### src/rtl/mips_pkg.sv
// Shared definitions for the MIPS pipeline hazard logic: forwarding select
// encodings and the mult/div busy-timer state type.
package mips_pkg;

  localparam logic [1:0] FWD_RF  = 2'b00;
  localparam logic [1:0] FWD_WB  = 2'b01;
  localparam logic [1:0] FWD_MEM = 2'b10;

  typedef enum logic {
    MD_IDLE,
    MD_BUSY
  } md_state_t;

endpackage

### src/rtl/md_busy_timer.sv
// Mult/div busy timer: tracks the cycles until HI/LO become valid after a
// mult/div instruction enters E.
module md_busy_timer
  import mips_pkg::*;
#(
  parameter int unsigned MD_LATENCY = 4,
  parameter int unsigned CNT_W      = 3
) (
  input  logic clk,
  input  logic rst,
  input  logic start,
  input  logic hold,
  output logic md_busy,
  output logic start_now
);

  localparam logic MULTI_CYCLE = (MD_LATENCY > 1);

  md_state_t        state, state_next;
  logic [CNT_W-1:0] cnt, cnt_next;

  // A held E stage means the mult/div has not really entered E yet.
  assign start_now = start & ~hold & MULTI_CYCLE;
  assign md_busy   = (state == MD_BUSY);

  always_ff @(posedge clk or posedge rst) begin
    if (rst) begin
      state <= MD_IDLE;
      cnt   <= '0;
    end else begin
      state <= state_next;
      cnt   <= cnt_next;
    end
  end

  always_comb begin
    state_next = state;
    cnt_next   = cnt;
    unique case (state)
      MD_IDLE: begin
        if (start_now) begin
          state_next = MD_BUSY;
          cnt_next   = CNT_W'(MD_LATENCY - 1);
        end
      end
      MD_BUSY: begin
        // The unit runs on its own, so the countdown ignores pipeline stalls.
        if (cnt == CNT_W'(1)) begin
          state_next = MD_IDLE;
          cnt_next   = '0;
        end else begin
          cnt_next = cnt - CNT_W'(1);
        end
      end
      default: begin
        state_next = MD_IDLE;
        cnt_next   = '0;
      end
    endcase
  end

endmodule

### src/rtl/hazard_ctrl.sv
// Pipeline hazard/stall controller for the 5-stage MIPS core: forwarding
// selects, stall/flush controls and mult/div sequencing.
module hazard_ctrl
  import mips_pkg::*;
#(
  parameter int unsigned MD_LATENCY = 4,
  parameter int unsigned CNT_W      = 3
) (
  input  logic       clk,
  input  logic       rst,
  input  logic [4:0] rsd,
  input  logic [4:0] rtd,
  input  logic [4:0] rse,
  input  logic [4:0] rte,
  input  logic [4:0] writerege,
  input  logic [4:0] writeregm,
  input  logic [4:0] writeregw,
  input  logic       regwritee,
  input  logic       regwritem,
  input  logic       regwritew,
  input  logic       memtorege,
  input  logic       memtoregm,
  input  logic       branchd,
  input  logic       pcsrcd,
  input  logic       mdopd,
  input  logic       hiloreadd,
  input  logic       mdstarte,
  input  logic       dmem_ready,
  output logic       stallf,
  output logic       stalld,
  output logic       stalle,
  output logic       stallm,
  output logic       flushd,
  output logic       flushe,
  output logic       forwardad,
  output logic       forwardbd,
  output logic [1:0] forwardae,
  output logic [1:0] forwardbe,
  output logic       md_busy
);

  logic start_now;
  logic lwstall, branchstall, mdstall, memstall, stall_any;
  logic hit_e, hit_m;

  md_busy_timer #(
    .MD_LATENCY(MD_LATENCY),
    .CNT_W     (CNT_W)
  ) u_md_timer (
    .clk      (clk),
    .rst      (rst),
    .start    (mdstarte),
    .hold     (stalle),
    .md_busy  (md_busy),
    .start_now(start_now)
  );

  always_comb begin
    memstall = ~dmem_ready;
    // lwstall deliberately matches $0 too; the extra bubble is harmless.
    lwstall  = memtorege & ((rte == rsd) | (rte == rtd));
    hit_e    = regwritee & (writerege != '0) &
               ((writerege == rsd) | (writerege == rtd));
    hit_m    = memtoregm & (writeregm != '0) &
               ((writeregm == rsd) | (writeregm == rtd));
    branchstall = branchd & (hit_e | hit_m);
    mdstall     = (mdopd | hiloreadd) & (md_busy | start_now);
    stall_any   = lwstall | branchstall | mdstall | memstall;

    stallf    = stall_any;
    stalld    = stall_any;
    stalle    = memstall;
    stallm    = memstall;
    flushe    = (lwstall | branchstall | mdstall) & ~memstall;
    flushd    = pcsrcd & ~stall_any;
    forwardad = (rsd != '0) & (rsd == writeregm) & regwritem;
    forwardbd = (rtd != '0) & (rtd == writeregm) & regwritem;

    if ((rse != '0) && (rse == writeregm) && regwritem)      forwardae = FWD_MEM;
    else if ((rse != '0) && (rse == writeregw) && regwritew) forwardae = FWD_WB;
    else                                                     forwardae = FWD_RF;

    if ((rte != '0) && (rte == writeregm) && regwritem)      forwardbe = FWD_MEM;
    else if ((rte != '0) && (rte == writeregw) && regwritew) forwardbe = FWD_WB;
    else                                                     forwardbe = FWD_RF;

    if (rst) begin
      stallf    = 1'b0;
      stalld    = 1'b0;
      stalle    = 1'b0;
      stallm    = 1'b0;
      flushd    = 1'b1;
      flushe    = 1'b1;
      forwardad = 1'b0;
      forwardbd = 1'b0;
      forwardae = FWD_RF;
      forwardbe = FWD_RF;
    end
  end

endmodule
### config.mk
export PLATFORM = sky130hd
export DESIGN_NAME = hazard_ctrl
export DESIGN_NICKNAME = d
export VERILOG_FILES = /design/src/rtl/mips_pkg.sv /design/src/rtl/md_busy_timer.sv /design/src/rtl/hazard_ctrl.sv
export SDC_FILE = /design/constraint.sdc
export NUM_CORES = 1
export LEC_CHECK = 0
export CELL_PAD_IN_SITES_DETAIL_PLACEMENT = 1
export CELL_PAD_IN_SITES_GLOBAL_PLACEMENT = 2
export CORE_MARGIN = 2
export CORE_UTILIZATION = 21
export DETAILED_ROUTE_END_ITERATION = 8
export PLACE_DENSITY_LB_ADDON = 0.1
export SLEW_MARGIN = 5
export SYNTH_ARGS = -nofsm -noshare
export SYNTH_HDL_FRONTEND = slang
export SYNTH_HIERARCHICAL = 1
export SYNTH_SLANG_ARGS = --single-unit
### constraint.sdc
create_clock -name clk -period 2.6 [get_ports clk]
set_input_delay 0.39 -clock clk [delete_from_list [all_inputs] [get_ports clk]]
set_output_delay 0.39 -clock clk [all_outputs]
set_load 0.03 [all_outputs]
Word level (Yosys, flattened, before mapping). Cells that the tools add are included.

Register bits: 4. Input port bits: 48. Output and inout port bits: 13. Word-level logic and storage cells: 76.

Add/sub/neg operators: 1. Equality and inequality tests: 14. Mux-type cells: 18. Bitwise gates (word level): 27. Reduce and logical (&&, ||, !) cells: 14.

Operators by type and width (count): $eq A5 B5 Y1 (12); $reduce_bool A5 Y1 (6); $and A1 B1 Y1 (14); $mux W1 (10); $or A1 B1 Y1 (9); $logic_and A1 B1 Y1 (8); $mux W2 (4); $mux W3 (2); $pmux W3 S2 (1); $not A1 Y1 (4); $eq A3 B1 Y1 const B (1); $sub A3 B1 Y3 const B (1); $ne A2 B2 Y1 const B (1); $pmux W1 S2 (1).

Depth between registers and ports, before layout. Gate-level depths: netlist of the first run.

Depth in word-level cells: 11. Gate-level depth with buffers: 7. Mapped depth without buffers: 6.

Modules after synthesis. The synthesis of the first run kept the hierarchy.

Modules (own cells, without submodules): hazard_ctrl (times used 1, cells an instance 113, area an instance 833.3 µm², seq. area each 0.0 µm²); md_busy_timer (times used 1, cells an instance 21, area an instance 217.7 µm², seq. area each 100.1 µm²).

Worst setup path after synthesis of the first run. No wires, ideal clock.

Path type: input-to-output. Start point: input rst. End point: output stallf. Arrival time: 2087 ps. Data required time: 2210 ps. Setup slack: 123 ps. Cell stages on the path: 7. Path buffers: 1. Path through: nor2_1 > nor2b_4 > o22ai_1 > o21ai_1 > nor2_1 > a41oi_1 > buf_4.

Word-level cells in the longest chain between the ends: 8.

RTL lines: start, declared (line hazard_ctrl.sv:10) `input logic rst,`; $mux W1 (line hazard_ctrl.sv:87) `if (rst) begin`; $not A1 Y1 (line md_busy_timer.sv:23) `assign start_now = start & ~hold & MULTI_CYCLE;`; $and A1 B1 Y1 (line md_busy_timer.sv:23); named net start_now (line hazard_ctrl.sv:42) `logic start_now;`; $or A1 B1 Y1 (line hazard_ctrl.sv:67) `mdstall = (mdopd | hiloreadd) & (md_busy | start_now);`; $and A1 B1 Y1 (line hazard_ctrl.sv:67); $or A1 B1 Y1 (2 in series) (line hazard_ctrl.sv:68) `stall_any = lwstall | branchstall | mdstall | memstall;`; $mux W1; end, declared (line hazard_ctrl.sv:29) `output logic stallf,`.

The timed path passes the listed nets, and every way through them passes these cells.

Final worst setup path of the first run.
Start point: input rte[2]. End point: output forwardbe[0].

Word-level cells in the longest chain between the ends: 6. Elaborated cells between the ends (all ways): 10. Those cells by class: eq/ne (2); mux (3); reduce/logical (5).

RTL lines: start, declared (line hazard_ctrl.sv:14) `input logic [4:0] rte,`; $eq A5 B5 Y1 or $reduce_bool A5 Y1 (tied branches) (line hazard_ctrl.sv:84, hazard_ctrl.sv:83); $logic_and A1 B1 Y1 (2 in series) (line hazard_ctrl.sv:84) `else if ((rte != '0) && (rte == writeregw) && regwritew) forwardbe = FWD_WB;`; $mux W1 (line hazard_ctrl.sv:84); $mux W2 (*) (line hazard_ctrl.sv:83) `if ((rte != '0) && (rte == writeregm) && regwritem) forwardbe = FWD_MEM;`; $mux W2 (*) (line hazard_ctrl.sv:87); end, declared (line hazard_ctrl.sv:38) `output logic [1:0] forwardbe,`.

Every way passes the cells marked *; elsewhere a longest branch is shown, timed or not.

==> results of run 1 <==
[power by group]
part | total [mW] | switching (mW) | internal, mW
logic | 0.406 | 0.191 | 0.215
registers | 0.125 | 0.0318 | 0.0929
clock network | 0.129 | 0.0301 | 0.0985
[through the flow]
| stage | hold slack [ns] | setup slack (ns) |
|---|---|---|
| floorplan | 0.156 | 0.123 |
| global placement | 0.517 | 0.0155 |
| detailed placement | 0.532 | -0.0928 |
| CTS | 0.539 | 0.0259 |
| global route | 0.567 | 0.00750 |
| finish | 0.536 | 0.0946 |
[area by class of cell]
cell class / instances / area share (%)
well taps: 67 / 4.55
inverters: 4 / 0.814
clock buffers: 3 / 2.24
multi-input cells: 114 / 48.1
repair buffers: 78 / 38.9
flip-flops and latches: 4 / 5.43
[path summary, 6_finish.rpt]
kind                                           end  slack (ns)  depth (start not counted)
max in group asynchronous        u_md_timer/cnt[0]        1.83                          3
min in group asynchronous       u_md_timer/md_busy        0.61                          3
worst max-delay path                  forwardbe[0]        0.09                          7
worst max register to register   u_md_timer/cnt[2]        1.35                          4
worst min register to register   u_md_timer/cnt[2]        0.54                          1
worst min-delay path             u_md_timer/cnt[2]        0.54                          1
[sequential cells by signal, indices dropped and copies added (netlist names)]
signal,flops
u_md_timer/md_busy,1
u_md_timer/cnt,3
[per-layer routing]
layer	wire, µm	track usage, %	vias up	part of all wire [%]
met3	161	1.61	0	4.2
met2	2070	27.9	31	53
met1	1640	17.2	574	42
li1	-	-	601	-
met4	0	2.98	0	0
met5	0	0	-	0
[Yosys cell counts (2+ instances only)]
cell / n
dfrtp_1: 4
xor2_1: 14
or4_1: 5
nand2_1: 6
inv_1: 4
nor2b_1: 3
nor3_1: 6
nand4_1: 5
buf_4: 2
o22ai_1: 2
a31oi_1: 2
ha_1: 2
xnor2_1: 36
nor4_1: 3
nor4_2: 2
buf_6: 2
nor2_1: 7
a21o_1: 2
buf_2: 5
nand3_1: 4
clkbuf_1: 3
[timing repair]
item / 4_1_cts / 5_1_grt
pin swaps: 0 / 3
endpoints found under the setup margin: 3 / 3
gates resized for setup: 2 / 6
endpoints found under the hold margin: 0 / 0
[critical path, cell delays in order]
cell and delay (ns):
clkdlybuf4s50_1 0.44, buf_4 0.18, or4_4 0.50, nor2_4 0.12, nor4_2 0.07, nor4_2 0.22
buf_4 0.20
[kinds of logic (layout without fill, tap and decap cells)]
| group | Yosys count | after routing | synth area share [%] |
|---|---|---|---|
| xor gates and xnor gates | 50 | 50 | 41.7 |
| and+or+nand+nor | 48 | 48 | 28.3 |
| buffers and inverters | 16 | 85 | 8.45 |
| AOI/OAI and AO/OA | 14 | 14 | 9.64 |
| DFF | 4 | 4 | 9.52 |
| adders and majority gates | 2 | 2 | 2.38 |
==> flow_metrics.tcl, run 1 <==
set metrics [dict create \
    synth_edf_count 0 \
    total_power_uw 660 \
    crit_required_ns 2.21 \
    clkTransAtPathRegs_ns 0.03 \
    antenna_cells 0 \
    drt_iter0_markers 10 \
    core-area_um2 4790 \
    clkLatencyLatePin_ns 0.21 \
    dominantRegCellSynth "dfrtp_1" \
    final_core_util_pct 38.5 \
    irDropWorstVdd_uv 171 \
    areaGrowthSynthToFinish_pct 75.5 \
    numPortBuffers 60 \
    rsz0062_at_grt "no" \
    worst_pin_slew_ns 0.360 \
    power.density_nw_per_um2 358 \
    clk_path_buf_depth 2 \
    setup_viol 0 \
    p_leak_nw 0.720 \
    setup_tns_ns 0 \
    die_height_um 74.7 \
    synth-seq-cells 4 \
    cts_root_buf "clkbuf_8" \
    slew_viol_final 0 \
    globalRouteTotalUtil_pct 14.5 \
    finClkSkew_ns 0.0000533 \
    finalHoldViolCount 0 \
    multi_input_comb_area_um2 887 \
    clock.fmax_mhz 399 \
    ioPinCount 61 \
    avgViaCountPerCell 4.47 \
    yosysWarnings 6 \
    grt_pass1_wl_mm 6.32 \
    cts_tree "done" \
    synthDominantCellAreaShare_pct 30.0 \
    post-route-drc-count 0 \
    dp_hpwl_mm 3.45 \
    syn_nets 184 \
    critical_path_class "in -> out" \
    ys_async_sr_fraction_pct 100 \
    die_w_um 74.7 \
    layout_common_cells "clkdlybuf4s50_1, xnor2_1, buf_4, xor2_1, nor2_1" \
    crit-reg2reg-launch "u_md_timer/cnt[1]" \
    min_period_over_period_pct 96.4 \
    relSlewSlack_pct 75.8 \
    start_kind "input port" \
    n_fill_cell 586 \
    routedWlPerCell_um 14.3 \
    grt_max_degree 10 \
    min_from "u_md_timer/cnt[2]" \
    synthDistinctLibCells 36 \
    dp.cells 267 \
    cp.arrival_ns 2.12 \
    cts_buffers 3 \
    yosys.area.top_type "xnor2_1" \
    routed_wirelength_mm 3.87 \
    cp-end-kind "output port" \
    min_period_ns 2.51 \
    routabilityCongestion 0.780 \
    post_dp_cell_area_um2 1770 \
    fin_nets 255 \
    synth.area.top_cells "xnor2_1, xor2_1, dfrtp_1" \
    layout_commonest_cell "clkdlybuf4s50_1" \
    instances_no_fill 270 \
    initial_core_util_pct 22.0 \
    syn_avg_cell_area_um2 7.84 \
    ant_nets 0 \
    rows 25 \
    cts_max_level 1 \
    cp_max_fo 4 \
    vias 1206 \
    first_pass_iters 4 \
    maxCapViolCount 0 \
    stdcell_area_um2 1840 \
    antenna_found_initial 0 \
    die_area_um2 5590 \
    syn_inst 134 \
    post_cts_buffers 0 \
    clkSinkCount 4 \
    seqCellArea_um2 100 \
    ys_seq_area_share_pct 9.52 \
    synth_area_um2 1050 \
    setup.worst_path.start "rte[2]" \
    min_path_type "reg -> reg" \
    drive_above_1_share_pct 19.7 \
    grt_pass1_vias 1360 \
    status "finished, final reports clean" \
    hold_buffers 0 \
    grt-ovfl-total 0 \
]
No activity file was read; power rests on OpenSTA's default activity.
==> inputs of run 2 (changes only) <==
--- a/config.mk
+++ b/config.mk
@@ -11,6 +11,7 @@
 export CORE_UTILIZATION = 21
 export DETAILED_ROUTE_END_ITERATION = 8
 export PLACE_DENSITY_LB_ADDON = 0.1
+export REMOVE_ABC_BUFFERS = 1
 export SLEW_MARGIN = 5
 export SYNTH_ARGS = -nofsm -noshare
 export SYNTH_HDL_FRONTEND = slang
==> constraint.sdc (replaced) <==
create_clock -name clk -period 2.6 [get_ports clk]
set_input_delay 0.52 -clock clk [delete_from_list [all_inputs] [get_ports clk]]
set_output_delay 0.52 -clock clk [all_outputs]
set_load 0.03 [all_outputs]
==> flow_metrics.tcl, run 2 (same netlist as run 1, synthesis figures left out) <==
set metrics [dict create \
    maxCapViolCount 0 \
    crit_buf_inv 2 \
    worst-path-stages 6 \
    cts_tree "done" \
    critPathSlowestCell "or4_4" \
    top_register "u_md_timer/cnt" \
    clkLatencyLatePin_ns 0.22 \
    crit-reg2reg-launch "u_md_timer/cnt[1]" \
    crit_path_end "forwardae[0]" \
    die_height_um 74.7 \
    critical-path-max-stage-delay_ns 0.54 \
    areaGrowthSynthToFinish_pct 91.8 \
    numPortBuffers 60 \
    antenna_cells 0 \
    grt_pass1_vias 1407 \
    cts_root_buf "clkbuf_8" \
    pwr-share-seq_pct 18.1 \
    rows 25 \
    power.density_nw_per_um2 343 \
    hold_ws_ns 0.528 \
    first_pass_iters 4 \
    largest_reg_flops 3 \
    p_comb_share_pct 63.1 \
    drt_iter0_markers 11 \
    rsz0062_at_grt "yes" \
    avgViaCountPerCell 4.50 \
    cp_max_fo 2 \
    cp-end-kind "output port" \
    start_kind "input port" \
    drive_above_1_share_pct 34.8 \
    routedWlPerCell_um 14.6 \
    worst_pin_slew_ns 0.304 \
    n_fill_cell 586 \
    antenna_found_initial 0 \
    layout_commonest_cell "buf_4" \
    min_period_over_period_pct 96.9 \
    cts_max_level 1 \
    min_path_type "reg -> reg" \
    grt-ovfl-total 0 \
    reg2reg_to "u_md_timer/cnt[2]" \
    clkTransAtPathRegs_ns 0.03 \
    clk_path_buf_depth 2 \
    internal_power_uw 415 \
    worst-r2r-setup-slack_ns 1.34 \
    die_w_um 74.7 \
    clock_power_share_pct 18.8 \
    grt_max_degree 10 \
    post-route-drc-count 0 \
    min_period_ns 2.52 \
    critical_path_class "in -> out" \
    ioPinCount 61 \
    clkSinkCount 4 \
    fin_nets 273 \
    stdcell_area_um2 2020 \
    slew_viol_final 0 \
    critPathTopFamily "simple AND/OR/NAND/NOR gates" \
    vias 1296 \
    finalHoldViolCount 0 \
    globalRouteTotalUtil_pct 15.2 \
    layout_common_cells "buf_4, xnor2_1, dlygate4sd2_1, clkdlybuf4s50_1, xor2_1" \
    r2r_cells 4 \
    p_switching_uw 276 \
    setup.worst_path.start "rse[1]" \
    crit_path_cell_trace "dlygate4sd2_1 -> or4_4 -> nor2_4 -> nor4_2 -> nor4_1 -> buf_4" \
    p_leak_nw 0.852 \
    routabilityCongestion 0.807 \
    pre_cts_slack_ns -0.351 \
    post_dp_cell_area_um2 1890 \
    multi_input_comb_area_um2 962 \
    die_area_um2 5590 \
    timing.final.ws_setup_ns 0.0806 \
    dp_hpwl_mm 3.63 \
    core-area_um2 4790 \
    relSlewSlack_pct 79.6 \
    crit_required_ns 2.08 \
    status "finished, final reports clean" \
    setup_viol 0 \
    irDropWorstVdd_uv 170 \
    clock.fmax_mhz 397 \
    initial_core_util_pct 22.0 \
    routed_wirelength_mm 4.21 \
    setup_tns_ns 0 \
    final_core_util_pct 42.1 \
    seqCellArea_um2 100 \
    cp.arrival_ns 2.00 \
    finClkSkew_ns 0.00294 \
    cts_buffers 3 \
    grt_pass1_wl_mm 6.56 \
    ant_nets 0 \
    switching_share_pct 39.9 \
]
## run 2: changes by cell type in the layout (fill, tap and decap cells not counted), sizes merged
cell,previous run,this run
dlymetal6s2s,3,2
clkdlybuf4s15,0,2
buf,28,49
clkbuf,3,9
clkdlybuf4s50,46,18
dlygate4sd2,1,19
## run 2: worst min-delay path by stage
stage,start,slack (ns),to,cells past startpoint
finish,u_md_timer/cnt[2],0.53,u_md_timer/cnt[2],1
global route,u_md_timer/cnt[2],0.57,u_md_timer/cnt[2],1
CTS,u_md_timer/cnt[2],0.53,u_md_timer/cnt[2],1
detailed placement,u_md_timer/cnt[2],0.52,u_md_timer/cnt[2],1
global placement,u_md_timer/cnt[2],0.52,u_md_timer/cnt[2],1
floorplan,rst,0.29,u_md_timer/cnt[0],1
## run 2: cell type report
class,count,share of cell area (%)
multi-input cells,114,47.7
repair buffers,96,40.3
flip-flops and latches,4,4.97
well taps,67,4.16
clock buffers,3,2.05
inverters,4,0.745
## run 2: power groups by stage
stage | Clock [mW] | Sequential, mW | Combinational (mW)
final | 0.130 | 0.125 | 0.436
after global placement | 0 | 0.121 | 0.408
after CTS | 0.133 | 0.125 | 0.432
after global routing | 0.137 | 0.130 | 0.477
after detailed placement | 0 | 0.125 | 0.428
after floorplan | 0 | 0.130 | 0.198
## run 2: metal layers
metal	track usage, %	wire (µm)	part of all wire [%]	vias up
met5	0	0	0	-
met2	29.8	2240	53	38
met4	4.17	19	0.45	0
met3	0.669	190	4.5	2
li1	-	-	-	634
met1	17.8	1750	42	622
## run 2: what timing repair did
| action | in CTS | in global routing |
|---|---|---|
| hold buffers | 0 | 0 |
| buffers inserted | 2 | 0 |
| pin swaps | 10 | 13 |
| gates cloned | 0 | 0 |
| endpoints found under the setup margin | 10 | 7 |
| resized for setup | 47 | 25 |
## run 2: metrics by stage
stage | total power, mW | instances
5_1_grt | 0.744 | 288
6_report | 0.691 | 288
3_5_place_dp | 0.553 | 283
3_3_place_gp | 0.529 | 283
4_1_cts | 0.690 | 288
2_1_floorplan | 0.328 | 122
